<file path="src/rtl/uart_byte_receiver_if.sv">
// ---------------------------------------------------------------------------
// uart_byte_receiver_if
//   Bundles the serial line and the received-byte outputs of the UART byte
//   receiver.
//
//   rx        : raw serial line, idle high (line side -> receiver)
//   rx_data   : last good byte, held until the next good frame
//   rx_valid  : one-cycle pulse, rx_data just updated
//   rx_perror : one-cycle pulse, parity mismatch
//   rx_ferror : one-cycle pulse, stop bit sampled low
//   busy      : receiver is inside a frame
//
//   master : line driver / byte consumer side
//   slave  : the receiver itself
// ---------------------------------------------------------------------------
interface uart_byte_receiver_if #(
   parameter int N = 8
);
   logic         rx;
   logic [N-1:0] rx_data;
   logic         rx_valid;
   logic         rx_perror;
   logic         rx_ferror;
   logic         busy;

   modport master (
      output rx,
      input  rx_data, rx_valid, rx_perror, rx_ferror, busy
   );

   modport slave (
      input  rx,
      output rx_data, rx_valid, rx_perror, rx_ferror, busy
   );
endinterface

</file>
<file path="src/rtl/uart_byte_receiver.sv">
// ---------------------------------------------------------------------------
// uart_byte_receiver
//   Recovers N-bit bytes (LSB first, optional even parity, one stop bit) from
//   an asynchronous UART line with 16x oversampling. Only good frames update
//   rx_data; parity and framing errors are flagged and leave it untouched.
//
//   clk   : system clock
//   reset : asynchronous, active-low reset
//   bus   : uart_byte_receiver_if.slave (rx in; rx_data, rx_valid,
//           rx_perror, rx_ferror, busy out)
// ---------------------------------------------------------------------------
module uart_byte_receiver #(
   parameter int N         = 8,
   parameter int BAUD_DIV  = 27,
   parameter int PARITY_EN = 1
) (
   input  logic                 clk,
   input  logic                 reset,
   uart_byte_receiver_if.slave  bus
);
   localparam int TW = (BAUD_DIV > 1) ? $clog2(BAUD_DIV) : 1;
   localparam int BW = $clog2(N + 1);
   localparam logic [TW-1:0] TICK_LAST = TW'(BAUD_DIV - 1);
   localparam logic [BW-1:0] BIT_LAST  = BW'(N - 1);

   typedef enum logic [2:0] {
      IDLE,
      START,
      DATA,
      PARITY,
      STOP,
      WAIT_HIGH
   } state_t;

   state_t          state;
   logic            rx_meta;
   logic            rx_s;
   logic [TW-1:0]   tick_cnt;
   logic            tick;
   logic [3:0]      os_cnt;
   logic [BW-1:0]   bit_cnt;
   logic [N-1:0]    shift_reg;
   logic            par_bit;
   logic            parity_ok;

   // Two-flop synchronizer; resets to the idle (high) line level so a reset
   // never looks like a start edge.
   // NOTE: sequential state is always assigned with <= so every flop samples
   // the pre-edge values of its neighbours.
   always_ff @(posedge clk or negedge reset) begin
      if (!reset) begin
         rx_meta <= 1'b1;
         rx_s    <= 1'b1;
      end else begin
         rx_meta <= bus.rx;
         rx_s    <= rx_meta;
      end
   end

   assign tick      = (tick_cnt == TICK_LAST);
   assign parity_ok = (PARITY_EN == 0) || ((^shift_reg ^ par_bit) == 1'b0);

   always_ff @(posedge clk or negedge reset) begin
      if (!reset) begin
         state         <= IDLE;
         tick_cnt      <= '0;
         os_cnt        <= '0;
         bit_cnt       <= '0;
         shift_reg     <= '0;
         par_bit       <= 1'b0;
         bus.rx_data   <= '0;
         bus.rx_valid  <= 1'b0;
         bus.rx_perror <= 1'b0;
         bus.rx_ferror <= 1'b0;
         bus.busy      <= 1'b0;
      end else begin
         // Flags are single-cycle pulses unless a branch below raises them.
         bus.rx_valid  <= 1'b0;
         bus.rx_perror <= 1'b0;
         bus.rx_ferror <= 1'b0;

         // Free-running tick divider, re-phased to the detected start edge.
         if (state == IDLE && !rx_s) begin
            tick_cnt <= '0;
         end else if (tick) begin
            tick_cnt <= '0;
         end else begin
            tick_cnt <= tick_cnt + TW'(1);
         end

         // Oversample counter wraps 15 -> 0; state branches override it.
         if (tick) begin
            os_cnt <= os_cnt + 4'd1;
         end

         case (state)
            IDLE: begin
               if (!rx_s) begin
                  state    <= START;
                  os_cnt   <= '0;
                  bus.busy <= 1'b1;
               end
            end

            START: begin
               // Mid start bit: still low means a real frame, else a glitch.
               if (tick && os_cnt == 4'd7) begin
                  if (!rx_s) begin
                     state   <= DATA;
                     os_cnt  <= '0;
                     bit_cnt <= '0;
                  end else begin
                     state    <= IDLE;
                     bus.busy <= 1'b0;
                  end
               end
            end

            DATA: begin
               if (tick && os_cnt == 4'd15) begin
                  shift_reg <= {rx_s, shift_reg[N-1:1]};
                  bit_cnt   <= bit_cnt + BW'(1);
                  if (bit_cnt == BIT_LAST) begin
                     state <= (PARITY_EN != 0) ? PARITY : STOP;
                  end
               end
            end

            PARITY: begin
               if (tick && os_cnt == 4'd15) begin
                  par_bit <= rx_s;
                  state   <= STOP;
               end
            end

            STOP: begin
               // Framing error wins over parity; exactly one flag per frame.
               if (tick && os_cnt == 4'd15) begin
                  if (!rx_s) begin
                     bus.rx_ferror <= 1'b1;
                     state         <= WAIT_HIGH;
                  end else begin
                     if (parity_ok) begin
                        bus.rx_data  <= shift_reg;
                        bus.rx_valid <= 1'b1;
                     end else begin
                        bus.rx_perror <= 1'b1;
                     end
                     // Leaving mid stop bit lets a back-to-back start edge
                     // be caught from IDLE.
                     state    <= IDLE;
                     bus.busy <= 1'b0;
                  end
               end
            end

            WAIT_HIGH: begin
               // A break/held-low line yields one ferror, not a frame stream.
               if (rx_s) begin
                  state    <= IDLE;
                  bus.busy <= 1'b0;
               end
            end

            default: begin
               state    <= IDLE;
               bus.busy <= 1'b0;
            end
         endcase
      end
   end
endmodule

</file>
<file path="src/flat_wrapper.sv">
// flat-port wrapper written by rule: the top's interface ports become plain ports
module uart_byte_receiver_flat 
#(
   parameter int N         = 8,
   parameter int BAUD_DIV  = 27,
   parameter int PARITY_EN = 1
)
  (clk, reset, bus_rx, bus_rx_data, bus_rx_valid, bus_rx_perror, bus_rx_ferror, bus_busy);
  uart_byte_receiver_if #(.N(N)) bus_i ();
  input  logic clk;
  input  logic reset;
  input wire logic [$bits(bus_i.rx)-1:0] bus_rx;
  output wire logic [$bits(bus_i.rx_data)-1:0] bus_rx_data;
  output wire logic [$bits(bus_i.rx_valid)-1:0] bus_rx_valid;
  output wire logic [$bits(bus_i.rx_perror)-1:0] bus_rx_perror;
  output wire logic [$bits(bus_i.rx_ferror)-1:0] bus_rx_ferror;
  output wire logic [$bits(bus_i.busy)-1:0] bus_busy;
  assign bus_i.rx = bus_rx;
  assign bus_rx_data = bus_i.rx_data;
  assign bus_rx_valid = bus_i.rx_valid;
  assign bus_rx_perror = bus_i.rx_perror;
  assign bus_rx_ferror = bus_i.rx_ferror;
  assign bus_busy = bus_i.busy;
  uart_byte_receiver #(.N(N), .BAUD_DIV(BAUD_DIV), .PARITY_EN(PARITY_EN)) u_core (.clk(clk), .reset(reset), .bus(bus_i));
endmodule
</file>
<file path="config.mk">
export PLATFORM = sky130hd
export DESIGN_NAME = uart_byte_receiver_flat
export DESIGN_NICKNAME = d
export VERILOG_FILES = /design/src/rtl/uart_byte_receiver_if.sv /design/src/rtl/uart_byte_receiver.sv /design/src/flat_wrapper.sv
export SDC_FILE = /design/constraint.sdc
export NUM_CORES = 1
export LEC_CHECK = 0
export BUFFER_PORTS_ARGS = -buffer_cell sky130_fd_sc_hd__buf_4
export CORE_MARGIN = 4
export CORE_UTILIZATION = 55
export DETAILED_ROUTE_END_ITERATION = 6
export PLACE_DENSITY_LB_ADDON = 0.1
export SLEW_MARGIN = 20
export SYNTH_ARGS = -nofsm -noshare
export SYNTH_HDL_FRONTEND = slang
export SYNTH_SLANG_ARGS = --single-unit
</file>
<file path="constraint.sdc">
create_clock -name clk -period 3.3 [get_ports clk]
set_clock_uncertainty 0.05 [all_clocks]
set_input_delay 0.165 -clock clk [delete_from_list [all_inputs] [get_ports clk]]
set_output_delay 0.165 -clock clk [all_outputs]
set_load 0.02 [all_outputs]
</file>
# Word level (Yosys, flattened, before mapping)
# Cells that the tools add are included.
[op_classes]
addsub = 3
n_eq_ne = 17
n_mux = 36
n_bitwise = 3
reduce_logical = 14
[op_table]
columns = ["operator", "count"]
rows = [
  ["$mux W3", 8],
  ["$mux W4", 6],
  ["$pmux W3 S6", 1],
  ["$pmux W4 S2", 2],
  ["$mux W1", 15],
  ["$ne A2 B1 Y1 const B", 6],
  ["$reduce_and A4 Y1", 3],
  ["$mux W5", 2],
  ["$add A4 B1 Y4 const B", 2],
  ["$eq A4 B3 Y1 const B", 2],
  ["$reduce_xor A8 Y1", 1],
  ["$reduce_and A7 Y1", 1],
  ["$eq A3 B2 Y1 const B", 2],
  ["$eq A3 B3 Y1 const B", 2],
  ["$add A5 B1 Y5 const B", 1],
  ["$eq A5 B5 Y1 const B", 1],
  ["$pmux W1 S5", 1],
  ["$eq A4 B4 Y1 const B", 1],
  ["$ne A2 B2 Y1 const B", 2],
  ["$reduce_and A2 Y1", 2],
  ["$eq A3 B1 Y1 const B", 1],
  ["$logic_and A1 B1 Y1", 3],
  ["$logic_not A3 Y1", 1],
  ["$mux W2", 1],
  ["other kinds (5)", 6],
]
[word_totals]
regBits = 39
inputBits = 3
output_inout_bits = 12
word_cells = 86

# Logic depth before layout (Yosys ltp)
# Gate-level depths: netlist of run 1.
[depth]
word_depth = 6
mapped_depth = 8
ltp_nobuf = 7

# Worst setup path before layout of run 1
# OpenSTA, ideal clock, no wires.
[synth_path]
path_type = "register -> register"
start = "register u_core.os_cnt[3]"
end = "register u_core.bit_cnt[3]"
setup_time_ns = 0.126
t_arrival_ns = 1.698
required_ns = 3.124
setup_slack_ns = 1.425
stages_incl_launch_ff = 7
path_buffers = 1
period_less_slack_ns = 1.875
path_cell_list = "dfrtp_1 > buf_6 > or4b_4 > a2111oi_4 > nand4_1 > xor2_1 > nor2_1"
[synth_via]
elab_chain_cells = 4
elab_cells_between_ends = 7
cone_classes = "eq/ne: 4; reduce/logical: 3"
[synth_lines]
columns = ["element", "line_no", "source"]
rows = [
  ["start, declared", "uart_byte_receiver.sv:40", "logic [3:0] os_cnt;"],
  ["start signal, assigned", "uart_byte_receiver.sv:93", "os_cnt <= os_cnt + 4'd1;"],
  ["$eq A4 B4 Y1 / $eq A4 B3 Y1 (equally long branches)", "uart_byte_receiver.sv:120, uart_byte_receiver.sv:107", ""],
  ["$logic_and A1 B1 Y1 (on tied branches)", "uart_byte_receiver.sv:120, uart_byte_receiver.sv:107", ""],
  ["$ne A2 B1 Y1 (no source line)", "-", ""],
  ["$reduce_and A4 Y1 (no source line) *", "-", ""],
  ["end signal, assigned", "uart_byte_receiver.sv:122", "bit_cnt <= bit_cnt + BW'(1);"],
  ["end, declared", "uart_byte_receiver.sv:41", "logic [BW-1:0] bit_cnt;"],
]
# Every way passes the cells marked *; elsewhere a longest branch is shown, timed or not.
# A chain may end at the register's enable or synchronous reset.

# Final worst setup path of run 1
[layout_path]
start = "register u_core.state[0]"
end = "register u_core.bit_cnt[3]"
[layout_via]
elab_chain_cells = 3
elab_cells_between_ends = 8
cone_classes = "eq/ne: 5; mux: 1; reduce/logical: 2"
[layout_lines]
columns = ["element", "line_no", "source"]
rows = [
  ["start, declared", "uart_byte_receiver.sv:35", "state_t state;"],
  ["start signal, assigned", "uart_byte_receiver.sv:124", "state <= (PARITY_EN != 0) ? PARITY : STOP;"],
  ["$eq A3 B2 Y1 / $eq A3 B1 Y1 (equally long branches)", "uart_byte_receiver.sv:96", "case (state)"],
  ["$ne A2 B1 Y1 (no source line) (tied with other cells)", "-", ""],
  ["$reduce_and A4 Y1 (no source line)", "-", ""],
]
# Parallel ways exist; a longest one is shown, timed or not.

==> key figures, run 1 <==
Status
  • Status: complete, no violations

Critical path
  • Setup crit start kind: register
  • CP max stage delay: 0.62 ns
  • Crit-path cells: or4b_4 > a2111oi_4 > nand4_1 > xor2_1 > nor2_1
  • R2r endpoint: u_core.bit_cnt[3]
  • CP max FO: 15
  • R2r worst-path depth: 5
  • Critical path required time: 3.49 ns
  • Reg2reg start: u_core.state[0]
  • CP max-delay cell: dfrtp_1
  • CP Class: reg2reg
  • Reg2reg setup slack: 1.10 ns
  • WP data arrival: 2.39 ns
  • Crit path from: u_core.state[0]
  • CP Capture Type: register

Detailed routing
  • DRC: 0
  • Via density: 5.45
  • Routed Antenna Nets: 0
  • DR iter-0 viols: 85
  • Post-DR wirelength/cell: 14.2 µm
  • First-pass detailed-route iteration total: 4
  • Final wirelength: 3170 µm
  • Via Count: 1215

Floorplan
  • Core area: 3130 µm²
  • Row cnt: 20
  • Initial Util: 59.2%
  • Die X: 66.0 µm
  • I/O pin cnt: 15
  • Die Span Y: 66.0 µm
  • Die Area: 4360 µm²

Synthesis
  • Avg Cell Area, Syn: 11.4 µm²
  • Netlist cell types: 39
  • Cell count after synthesis: 162
  • Synth top area share: 50.0%
  • Synth area leader: dfrtp_1
  • Syn Std Cell Area: 1850 µm²
  • EDFF count, synth: 0
  • Register bit count reported by yosys: 39
  • Asr flop ratio synth: 100%
  • Top post-synthesis cells by count: dfrtp_1, nor2_1, mux2_2
  • Mapped Nets: 169
  • Top FF cell, synth: dfrtp_1
  • Synth top area cells: dfrtp_1, mux2_2, nor2_1
  • Sequential element share of the synthesized area: 52.8%
  • Ys Warns: 0
  • Most common cell in the synthesized netlist: dfrtp_1

Timing
  • Fin. Hold Viols: 0
  • Relative max-transition margin: 53.0%
  • RSZ-0062 raised after global routing: false
  • Min Tclk post-route: 2.20 ns
  • Slew @ Worst Pin: 0.694 ns
  • Final setup viols: 0
  • Total negative slack: 0 ns
  • Peak Freq: 0.454 GHz
  • Final Cycle Share: 66.7%
  • Count of pins over their slew limit: 0

Clocking
  • Resize count post-CTS: 0
  • Worst skew pair latency: 0.34 ns
  • Clock Path Buffers: 2
  • CTS Root Cell: clkbuf_4
  • # H-tree levels: 2
  • CTS buffer count: 5
  • Clock sink count: 39
  • CTS clk-pin slew, worst paths: 0.11 ns
  • CTS tree: done

Cells and area
  • NumNets Final: 185
  • Share of post-route cells with drive strength above 1: 26.3%
  • Filler instances: 255
  • Synth-to-Final Area Change: 12.5%
  • Multi-input combinational cell area: 821 µm²
  • Register Area: 978 µm²
  • Final core utilization: 66.6%
  • Antenna cells: 0

Place
  • RD Place Congestion: 0.874
  • DPL Wire Length: 2200 µm
  • # port buffers: 14

Hold path
  • HP Class: in2async

GRT
  • Largest net degree at the start of global routing: 40
  • Antenna violations before repair: 0
  • First-pass GRT wire length: 5630 µm
  • Vias in the first global route: 1238
  • GRT Util Overall: 17.6%
  • Gr ovfl total: 0

Power and ir drop
  • Peak VDD IR: 0.000300 V
  • LEAKAGE: 0.000993 µW
  • Power per standard cell area: 398 nW/µm²

Job
  • Max-cap viol count: 0
[per-stage QoR]
step	instance area, µm²	setup slack [ns]	total power [µW]	cells	hold slack (ns)
floorplan	1850	1.43	495	162	-0.181
global placement	1980	1.16	506	213	0.104
detailed placement	1980	1.09	507	213	0.110
CTS	2080	1.07	844	223	0.263
global route	2080	0.946	868	223	0.298
finish	2080	1.10	830	223	0.265
[worst max-delay path: cells and delay by family, from the launching register on]
family | cells | cell delay, ns
AO/OA/AOI/OAI | 1 | 0.49
XOR/XNOR | 1 | 0.18
AND/OR/NAND/NOR | 3 | 0.74
flip-flops | 1 | 0.62
[routing by layer]
metal  vias to the layer above  share of wire, %  GRT usage, %
met5                         -                 0             0
met4                         0               2.0          9.14
met3                         7               3.2          4.08
met2                        16                49          27.9
met1                       602                46          22.4
li1                        590                 -             -
[repair_timing]
item / 4_1_cts / 5_1_grt
hold buffers: 2 / 0
setup endpoints to repair: 0 / 0
endpoints found under the hold margin: 38 / 0
buffers inserted: 0 / 0
[worst max-delay path by stage]
stage | endpoint | slack (ns) | depth (start not counted)
6_report | u_core.bit_cnt[3] | 1.10 | 5
5_1_grt | u_core.bit_cnt[3] | 0.95 | 5
4_1_cts | u_core.bit_cnt[3] | 1.07 | 5
3_5_place_dp | u_core.bit_cnt[3] | 1.09 | 5
3_3_place_gp | u_core.bit_cnt[3] | 1.16 | 5
2_1_floorplan | u_core.bit_cnt[3] | 1.43 | 6
[cell usage in the layout, fill, tap and decap left out, drive strengths merged, types with 2 or more instances in the layout]
cell         count
or2              3
nor2            19
dlygate4sd3      2
and3             2
o21ai            6
clkbuf           6
nand3            3
ha               4
inv              5
dfstp            2
buf             14
xor2             8
nor2b            5
xnor2            6
mux2            17
nand3b           2
dfrtp           37
a21oi            3
nand2            9
nor3             4
nand4            3
[cells by family after synthesis]
| group | count (synthesis) | share of synthesized area [%] |
|---|---|---|
| mux | 18 | 10.9 |
| buf+inv | 12 | 2.90 |
| fa+ha+maj | 4 | 2.70 |
| simple gates | 56 | 15.6 |
| xor+xnor | 15 | 7.83 |
| flops | 39 | 52.8 |
| compound gates | 18 | 7.29 |
[where the power goes]
part / switching, µW / internal (µW)
Combinational: 11.4 / 5.45
Clock: 152 / 179
Sequential: 1.99 / 480
Total: 165 / 664
[cell type report]
type | instances | area share [%]
repair buffers | 16 | 6.00
multi-input cells | 111 | 39.4
well taps | 44 | 2.64
clock inverters | 2 | 1.68
flip-flops and latches | 39 | 46.9
inverters | 5 | 0.900
clock buffers | 6 | 2.46
Note: power is estimated with default switching activity, not from simulation.
==> run 2: changes to the inputs <==
--- a/config.mk
+++ b/config.mk
@@ -5,6 +5,7 @@
 export SDC_FILE = /design/constraint.sdc
 export NUM_CORES = 1
 export LEC_CHECK = 0
+export ABC_AREA = 1
 export BUFFER_PORTS_ARGS = -buffer_cell sky130_fd_sc_hd__buf_4
 export CORE_MARGIN = 4
 export CORE_UTILIZATION = 55
==> constraint.sdc (replaced) <==
create_clock -name clk -period 2.2 [get_ports clk]
set_clock_uncertainty 0.05 [all_clocks]
set_input_delay 0.11 -clock clk [delete_from_list [all_inputs] [get_ports clk]]
set_output_delay 0.11 -clock clk [all_outputs]
set_load 0.02 [all_outputs]
==> run 2 against run 1 <==
Effect of this change:
- fmax is 22% higher
- flip-flop and latch count did not move
- setup slack worse by 0.70 ns
- largest cell class unchanged
- final cell count increased by 38%
- register-to-register slack got worse by 0.70 ns
- sequential share of layout area is 2.5 points lower
- via count rose by 22%
- critical path depth grew 4
- wire length up 6.1%
- die area rose by 4.5%
- area after synthesis grew 5.1%
==> key figures, run 2 <==
GRT
  • Vias in the first global route: 1437 (+16%)
  • M2 GR Usage: 28.9% (+1.0 points)
  • Met3 Use GR: 5.66% (+1.6 points)
  • First-pass GRT wire length: 6160 µm (+9.4%)
  • Antenna violations before repair: 0 (unchanged)
  • Gr ovfl total: 0 (unchanged)
  • Met1 Use GR: 23.3% (+0.90 points)
  • Busiest layer in global routing: met2
  • Largest net degree at the start of global routing: 40 (unchanged)
  • GRT Util Overall: 18.1% (+0.56 points)

Synthesis
  • EDFF count, synth: 0 (unchanged)
  • Most common cell in the synthesized netlist: nand2_1
  • Mapped Nets: 247 (+46%)
  • Cell count after synthesis: 240 (+48%)
  • Top FF cell, synth: dfrtp_1
  • Mux share of post-synthesis cell area: 0% (-11 points)
  • Synth top area share: 47.5% (-2.4 points)
  • Largest family of logic cells by synthesized area: simple AND/OR/NAND/NOR gates
  • Post-Synth Simple-Gate Area: 32.4% (+17 points)
  • Register bit count reported by yosys: 39 (unchanged)
  • Syn Std Cell Area: 1950 µm² (+5.1%)
  • Netlist cell types: 24 (-38%)
  • Synth area leader: dfrtp_1
  • Avg Cell Area, Syn: 8.12 µm² (-29%)
  • Ys Warns: 0 (unchanged)
  • Top post-synthesis cells by count: nand2_1, dfrtp_1, inv_1
  • Compound-Gate Fraction of Synth Area: 5.14% (-2.2 points)
  • Synth top area cells: dfrtp_1, nand2_1, nand3_1
  • Asr flop ratio synth: 100% (unchanged)
  • Adder-cell share of the synthesized area: 2.57% (-0.13 points)
  • XOR/XNOR Fraction of Synth Area: 2.70% (-5.1 points)
  • Sequential element share of the synthesized area: 50.2% (-2.6 points)

Status
  • Status: complete, no violations

Timing
  • Peak Freq: 0.555 GHz (+22%)
  • Min Tclk post-route: 1.80 ns (-0.397 ns)
  • Relative max-transition margin: 68.2% (+15 points)
  • Total negative slack: 0 ns (unchanged)
  • Fin. Hold Viols: 0 (unchanged)
  • RSZ-0062 raised after global routing: false
  • Slew @ Worst Pin: 0.478 ns (-0.217 ns)
  • Final setup viols: 0 (unchanged)
  • Final Cycle Share: 82.0% (+15 points)
  • Count of pins over their slew limit: 0 (unchanged)

Clocking
  • CTS tree: done
  • CTS Root Cell: clkbuf_4
  • Post-CTS setup buffers: 0 (unchanged)
  • Clock Path Buffers: 2 (unchanged)
  • Clock sink count: 39 (unchanged)
  • Resize count post-CTS: 0 (unchanged)
  • CTS buffer count: 5 (unchanged)
  • CTS clk-pin slew, worst paths: 0.11 ns (about the same)
  • Worst skew pair latency: 0.34 ns (about the same)
  • Hold_buf cts: 2 (unchanged)
  • # H-tree levels: 2 (unchanged)

Place
  • Placed Cells: 298 (+40%)
  • RD Place Congestion: 0.835 (-4.5%)
  • DPL Wire Length: 2460 µm (+12%)
  • # port buffers: 14 (unchanged)

Power and ir drop
  • Peak VDD IR: 0.000468 V (+56%)
  • LEAKAGE: 0.00116 µW (+17%)
  • Power per standard cell area: 562 nW/µm² (+41%)

Floorplan
  • Row cnt: 21 (+5.0%)
  • Initial Util: 57.5% (-1.8 points)
  • Die Span Y: 67.5 µm (+2.2%)
  • Die X: 67.5 µm (+2.2%)
  • Die Area: 4560 µm² (+4.5%)
  • Core area: 3390 µm² (+8.4%)
  • I/O pin cnt: 15 (unchanged)

Detailed routing
  • DR iter-0 viols: 78 (-8.2%)
  • Final wirelength: 3360 µm (+6.1%)
  • First-pass detailed-route iteration total: 4 (unchanged)
  • Routed Antenna Nets: 0 (unchanged)
  • Via Count: 1482 (+22%)
  • Via density: 4.81 (-12%)
  • Post-DR wirelength/cell: 10.9 µm (-23%)
  • DRC: 0 (unchanged)

Cells and area
  • Register Area: 978 µm² (unchanged)
  • Share of post-route cells with drive strength above 1: 15.6% (-11 points)
  • Layout Cells excl Fill: 308 (+38%)
  • NumNets Final: 268 (+45%)
  • Commonest non-fill, non-tap cell in the layout: nand2_1
  • Synth-to-Final Area Change: 13.0%
  • Antenna cells: 0 (unchanged)
  • Multi-input combinational cell area: 835 µm² (+1.7%)
  • Filler instances: 298 (+17%)
  • Most frequent cells in the layout: nand2_1, dfrtp_1, inv_1

Critical path
  • CP max FO: 10 (-5)
  • Worst Path Buf+Inv: 1 (+1)
  • Crit-path cells: inv_1 > ha_1 > nand2_1 > nor3_4 > nand2_2 > nor2_4 > nand2_4 > nand2_1 > nand2_1
  • CP most frequent cell: nand2_1
  • CP max-delay cell: dfrtp_1
  • CP Class: reg2reg
  • CP Capture Type: register
  • Reg2reg setup slack: 0.40 ns (-0.70 ns)
  • CP max stage delay: 0.42 ns (-0.20 ns)
  • WP data arrival: 1.99 ns (-0.40 ns)
  • CP delay by family, top: simple AND/OR/NAND/NOR gates
  • Setup crit start kind: register
  • Critical path required time: 2.39 ns (-1.10 ns)

Job
  • Max-cap viol count: 0 (unchanged)

Hold path
  • HP Class: in2async
-- run 2: cell count changes in the layout (fill, tap and decap cells not counted), sizes merged, moves of 2 or more --
cell	delta
nand3	+22
xor2	-3
inv	+27
nand3b	-2
nand2	+74
o21ai	+9
mux2	-17
a21oi	+2
and3	-2
xnor2	-5
nor2b	-5
-- run 2: layer usage --
| metal | up-vias | share of wire [%] | routed length [µm] |
|---|---|---|---|
| li1 | 791 | - | - |
| met4 | 0 | 1.4 | 46 |
| met5 | - | 0 | 0 |
| met3 | 4 | 5.7 | 192 |
| met2 | 27 | 44 | 1470 |
| met1 | 660 | 49 | 1660 |
-- run 2: layout make-up --
cell class	count	area share, %
clock buffer	6	2.33
clock inverter	2	1.59
inverter	32	5.45
multi-input combinational	167	37.9
sequential	39	44.4
tap	46	2.61
timing repair buffer	16	5.68
-- run 2: worst paths after layout --
| kind | cells after the start | end | from |
|---|---|---|---|
| max | 9 | u_core.bus.rx_data[0] | u_core.tick_cnt[0] |
| min | 2 | u_core.state[0] | reset |
| max reg2reg | 9 | u_core.bus.rx_data[0] | u_core.tick_cnt[0] |
| min reg2reg | 0 | u_core.rx_s | u_core.rx_meta |
| max in group asynchronous | 2 | u_core.rx_s | reset |
| min in group clk | 0 | u_core.rx_s | u_core.rx_meta |
-- run 2: power by group --
| group | internal, µW | leakage [µW] | switching (µW) | total, µW |
|---|---|---|---|---|
| sequential | 720 | 0.000508 | 2.16 | 722 |
| combinational | 5.89 | 0.000603 | 16.2 | 22.1 |
| clock | 269 | 0.0000482 | 225 | 493 |
| total | 994 | 0.00116 | 243 | 1240 |
-- run 2: kinds of logic (layout without fill, tap and decap cells) --
logic type / count (synthesis) / in the layout
and+or+nand+nor: 137 / 137
DFF: 39 / 39
buffers and inverters: 34 / 56
AOI/OAI and AO/OA: 20 / 20
xor gates and xnor gates: 6 / 6
adders and majority gates: 4 / 4
-- run 2: metrics by stage --
step	utilization (%)	setup slack, ns	hold slack (ns)	cell area [µm²]	total power (µW)
global route	65.0	0.222	0.227	2200	1300
finish	65.0	0.397	0.213	2200	1240
CTS	65.0	0.392	0.218	2200	1250
global placement	61.8	0.454	0.0535	2100	756
floorplan	-	0.622	-0.236	1950	739
detailed placement	61.8	0.408	0.0542	2100	756
==> run 3: changes to the inputs <==
--- a/config.mk
+++ b/config.mk
@@ -8,7 +8,7 @@
 export ABC_AREA = 1
 export BUFFER_PORTS_ARGS = -buffer_cell sky130_fd_sc_hd__buf_4
 export CORE_MARGIN = 4
-export CORE_UTILIZATION = 55
+export CORE_UTILIZATION = 53
 export DETAILED_ROUTE_END_ITERATION = 6
 export PLACE_DENSITY_LB_ADDON = 0.1
 export SLEW_MARGIN = 20
==> constraint.sdc (replaced) <==
create_clock -name clk -period 1.4 [get_ports clk]
set_clock_uncertainty 0.05 [all_clocks]
set_input_delay 0.07 -clock clk [delete_from_list [all_inputs] [get_ports clk]]
set_output_delay 0.07 -clock clk [all_outputs]
set_load 0.02 [all_outputs]
==> run 3 against run 2 <==
Effect of this change:
- critical path type unchanged
- non-clock buffer count up 40
- critical endpoint is now u_core.bus.busy
- the flow now finishes with violations (negative setup slack)
- flip-flop and latch count unchanged
- utilization up 12 points
- sequential share of layout area down 7.4 points
- die area up 3.3%
- critical path depth up 2
- global-route usage up 1.5 points
==> key figures, run 3 (synthesized netlist as in run 2, its figures left out) <==
Status
  • Status: finished with violations
  • Failing checks: negative setup slack

Floorplan
  • Row cnt: 21 (unchanged)
  • Die Area: 4710 µm² (+3.3%)
  • I/O pin cnt: 15 (unchanged)
  • Initial Util: 56.6% (-0.88 points)
  • Core area: 3440 µm² (+1.6%)
  • Die X: 68.6 µm (+1.6%)
  • Die Span Y: 68.6 µm (+1.6%)

Cells and area
  • Final core utilization: 76.8% (+12 points)
  • Synth-to-Final Area Change: 35.6%
  • NumNets Final: 308 (+15%)
  • Commonest non-fill, non-tap cell in the layout: nand2_1
  • Antenna cells: 0 (unchanged)
  • Most frequent cells in the layout: nand2_1, buf_4, dfrtp_1
  • Share of post-route cells with drive strength above 1: 31.8% (+16 points)

Critical path
  • Setup crit start kind: register
  • Critical path required time: 1.52 ns (-0.87 ns)
  • WP data arrival: 1.76 ns (-0.23 ns)
  • Reg2reg setup slack: -0.23 ns (-0.63 ns)
  • CP Class: reg2reg
  • CP max stage delay: 0.39 ns (-0.03 ns)
  • Crit path from: u_core.tick_cnt[0]
  • Worst Path Buf+Inv: 3 (+2)
  • CP max FO: 4 (-6)
  • CP Depth: 11 (+2)
  • CP max-delay cell: dfrtp_1
  • R2r worst-path depth: 11 (+2)
  • CP Capture Type: register
  • Critical path capture point: u_core.bus.busy
  • R2r endpoint: u_core.bus.busy
  • Crit-path cells: inv_1 > ha_2 > nand2_2 > nor3_4 > buf_6 > nand3_4 > nand2_4 > buf_6 > nand4_1 > nand2_1 > nand2_1
  • Reg2reg start: u_core.tick_cnt[0]
  • CP delay by family, top: simple AND/OR/NAND/NOR gates

Detailed routing
  • Via Count: 1702 (+15%)
  • DRC: 0 (unchanged)
  • Via density: 4.89 (+1.6%)
  • Metal3 WL: 164 µm (-15%)
  • Routed Antenna Nets: 0 (unchanged)
  • Met2 wire len: 1910 µm (+30%)
  • M1 WL: 1810 µm (+9.1%)
  • Final wirelength: 3950 µm (+17%)
  • DR top layer: met4
  • Post-DR wirelength/cell: 11.3 µm (+3.9%)
  • DR iter-0 viols: 67 (-14%)
  • First-pass detailed-route iteration total: 5 (+1)

Place
  • # port buffers: 14 (unchanged)
  • DPL Wire Length: 2810 µm (+14%)
  • RD Place Congestion: 0.832 (-0.36%)

Timing
  • Final setup viols: 32 (+32)
  • Relative max-transition margin: 68.1% (-0.10 points)
  • Count of pins over their slew limit: 0 (unchanged)
  • Final Cycle Share: 117% (+35 points)
  • Min Tclk post-route: 1.63 ns (-0.170 ns)
  • Peak Freq: 0.612 GHz (+10%)
  • RSZ-0062 raised after global routing: true
  • Slew @ Worst Pin: 0.479 ns (+0.00154 ns)
  • Final setup margin: -0.233 ns (-0.630 ns)
  • Fin. Hold Viols: 0 (unchanged)

GRT
  • GRT Util Overall: 19.7% (+1.5 points)
  • First-pass GRT wire length: 6870 µm (+12%)
  • Vias in the first global route: 1600 (+11%)
  • Gr ovfl total: 0 (unchanged)
  • Largest net degree at the start of global routing: 40 (unchanged)
  • Antenna violations before repair: 0 (unchanged)

Power and ir drop
  • Power per standard cell area: 794 nW/µm² (+41%)
  • Sequential power share: 54.1% (-4.3 points)
  • Cell Int Power: 1670 µW (+68%)
  • Net Switching: 426 µW (+75%)
  • Peak VDD IR: 0.000520 V (+11%)
  • Switch share: 20.3% (+0.64 points)
  • LEAKAGE: 0.00138 µW (+19%)
  • Power Total: 2100 µW (+70%)
  • Combinational power share: 1.8% (about the same)
  • Power share of the clock group: 44.1% (+4.2 points)

Clocking
  • # H-tree levels: 2 (unchanged)
  • CTS Root Cell: clkbuf_8
  • CTS clk-pin slew, worst paths: 0.08 ns (-0.03 ns)
  • Clock Path Buffers: 2 (unchanged)
  • Worst skew pair latency: 0.29 ns (-0.05 ns)
  • CTS tree: done
  • Clock sink count: 39 (unchanged)
  • CTS buffer count: 5 (unchanged)

Job
  • Max-cap viol count: 0 (unchanged)

Hold path
  • HP Class: in2async
==> run 3: changes by cell type in the layout (fill, tap and decap cells not counted), moves of 4 or more <==
| cell | delta |
|---|---|
| buf_4 | +36 |
| clkbuf_4 | -5 |
| o21ai_1 | +4 |
| clkbuf_8 | +4 |
| o21ai_0 | -4 |
| nand2_1 | -4 |
==> run 3: worst min-delay path by stage <==
stage          startpoint                    to  slack, ns  depth (start not counted)
3_5_place_dp        reset       u_core.state[1]       0.01                          1
6_report            reset       u_core.state[1]       0.23                          2
2_1_floorplan       reset     u_core.bit_cnt[0]      -0.28                          0
3_3_place_gp        reset       u_core.state[1]       0.02                          1
5_1_grt             reset  u_core.bus.rx_ferror       0.30                          2
4_1_cts             reset   u_core.bus.rx_valid       0.24                          2
==> run 3: worst reg2reg max path, stage by stage, from the launching register on <==
cell and delay, ns:
dfrtp_1 0.39, inv_1 0.07, ha_2 0.17, nand2_2 0.06, nor3_4 0.15, buf_6 0.15, nand3_4 0.07, nand2_4 0.08
buf_6 0.11, nand4_1 0.09, nand2_1 0.09, nand2_1 0.05
==> run 3: final cells by class <==
cell class / count / area, µm²
multi-input combinational: 167 / 915
inverter: 32 / 130
clock buffer: 5 / 68.8
timing repair buffer: 56 / 449
clock inverter: 3 / 43.8
sequential: 39 / 978
fill: 273 / 800
tap: 46 / 57.6
==> run 3: stage by stage <==
stage	setup slack (ns)	cells	hold WS [ns]	area (µm²)	setup TNS [ns]
after detailed placement	-0.185	334	0.0125	2390	-3.84
after global routing	-0.369	348	0.297	2640	-9.54
after global placement	-0.153	334	0.0155	2390	-2.84
final	-0.233	348	0.234	2640	-5.46
after floorplan	-0.176	240	-0.276	1960	-2.97
after CTS	-0.196	346	0.238	2560	-4.39
==> run 3: routing by layer <==
layer	up-vias	global-route usage [%]
li1	880	-
met1	787	24.7
met2	29	33.3
met3	6	4.86
met4	0	5.96
met5	-	0
==> run 3: what timing repair did <==
action / in CTS / in global routing
buffers inserted: 2 / 2
pin swaps: 0 / 2
endpoints found under the setup margin: 36 / 37
hold buffers: 2 / 0
endpoints found under the hold margin: 38 / 0
gates resized for setup: 8 / 22
==> run 3: power by group through the flow <==
stage / combinational, µW / sequential, µW / clock (µW)
floorplan: 7.77 / 1150 / 0
global placement: 34.5 / 1160 / 0
detailed placement: 34.6 / 1160 / 0
CTS: 39.0 / 1130 / 953
global route: 45.4 / 1140 / 1000
finish: 38.3 / 1140 / 924
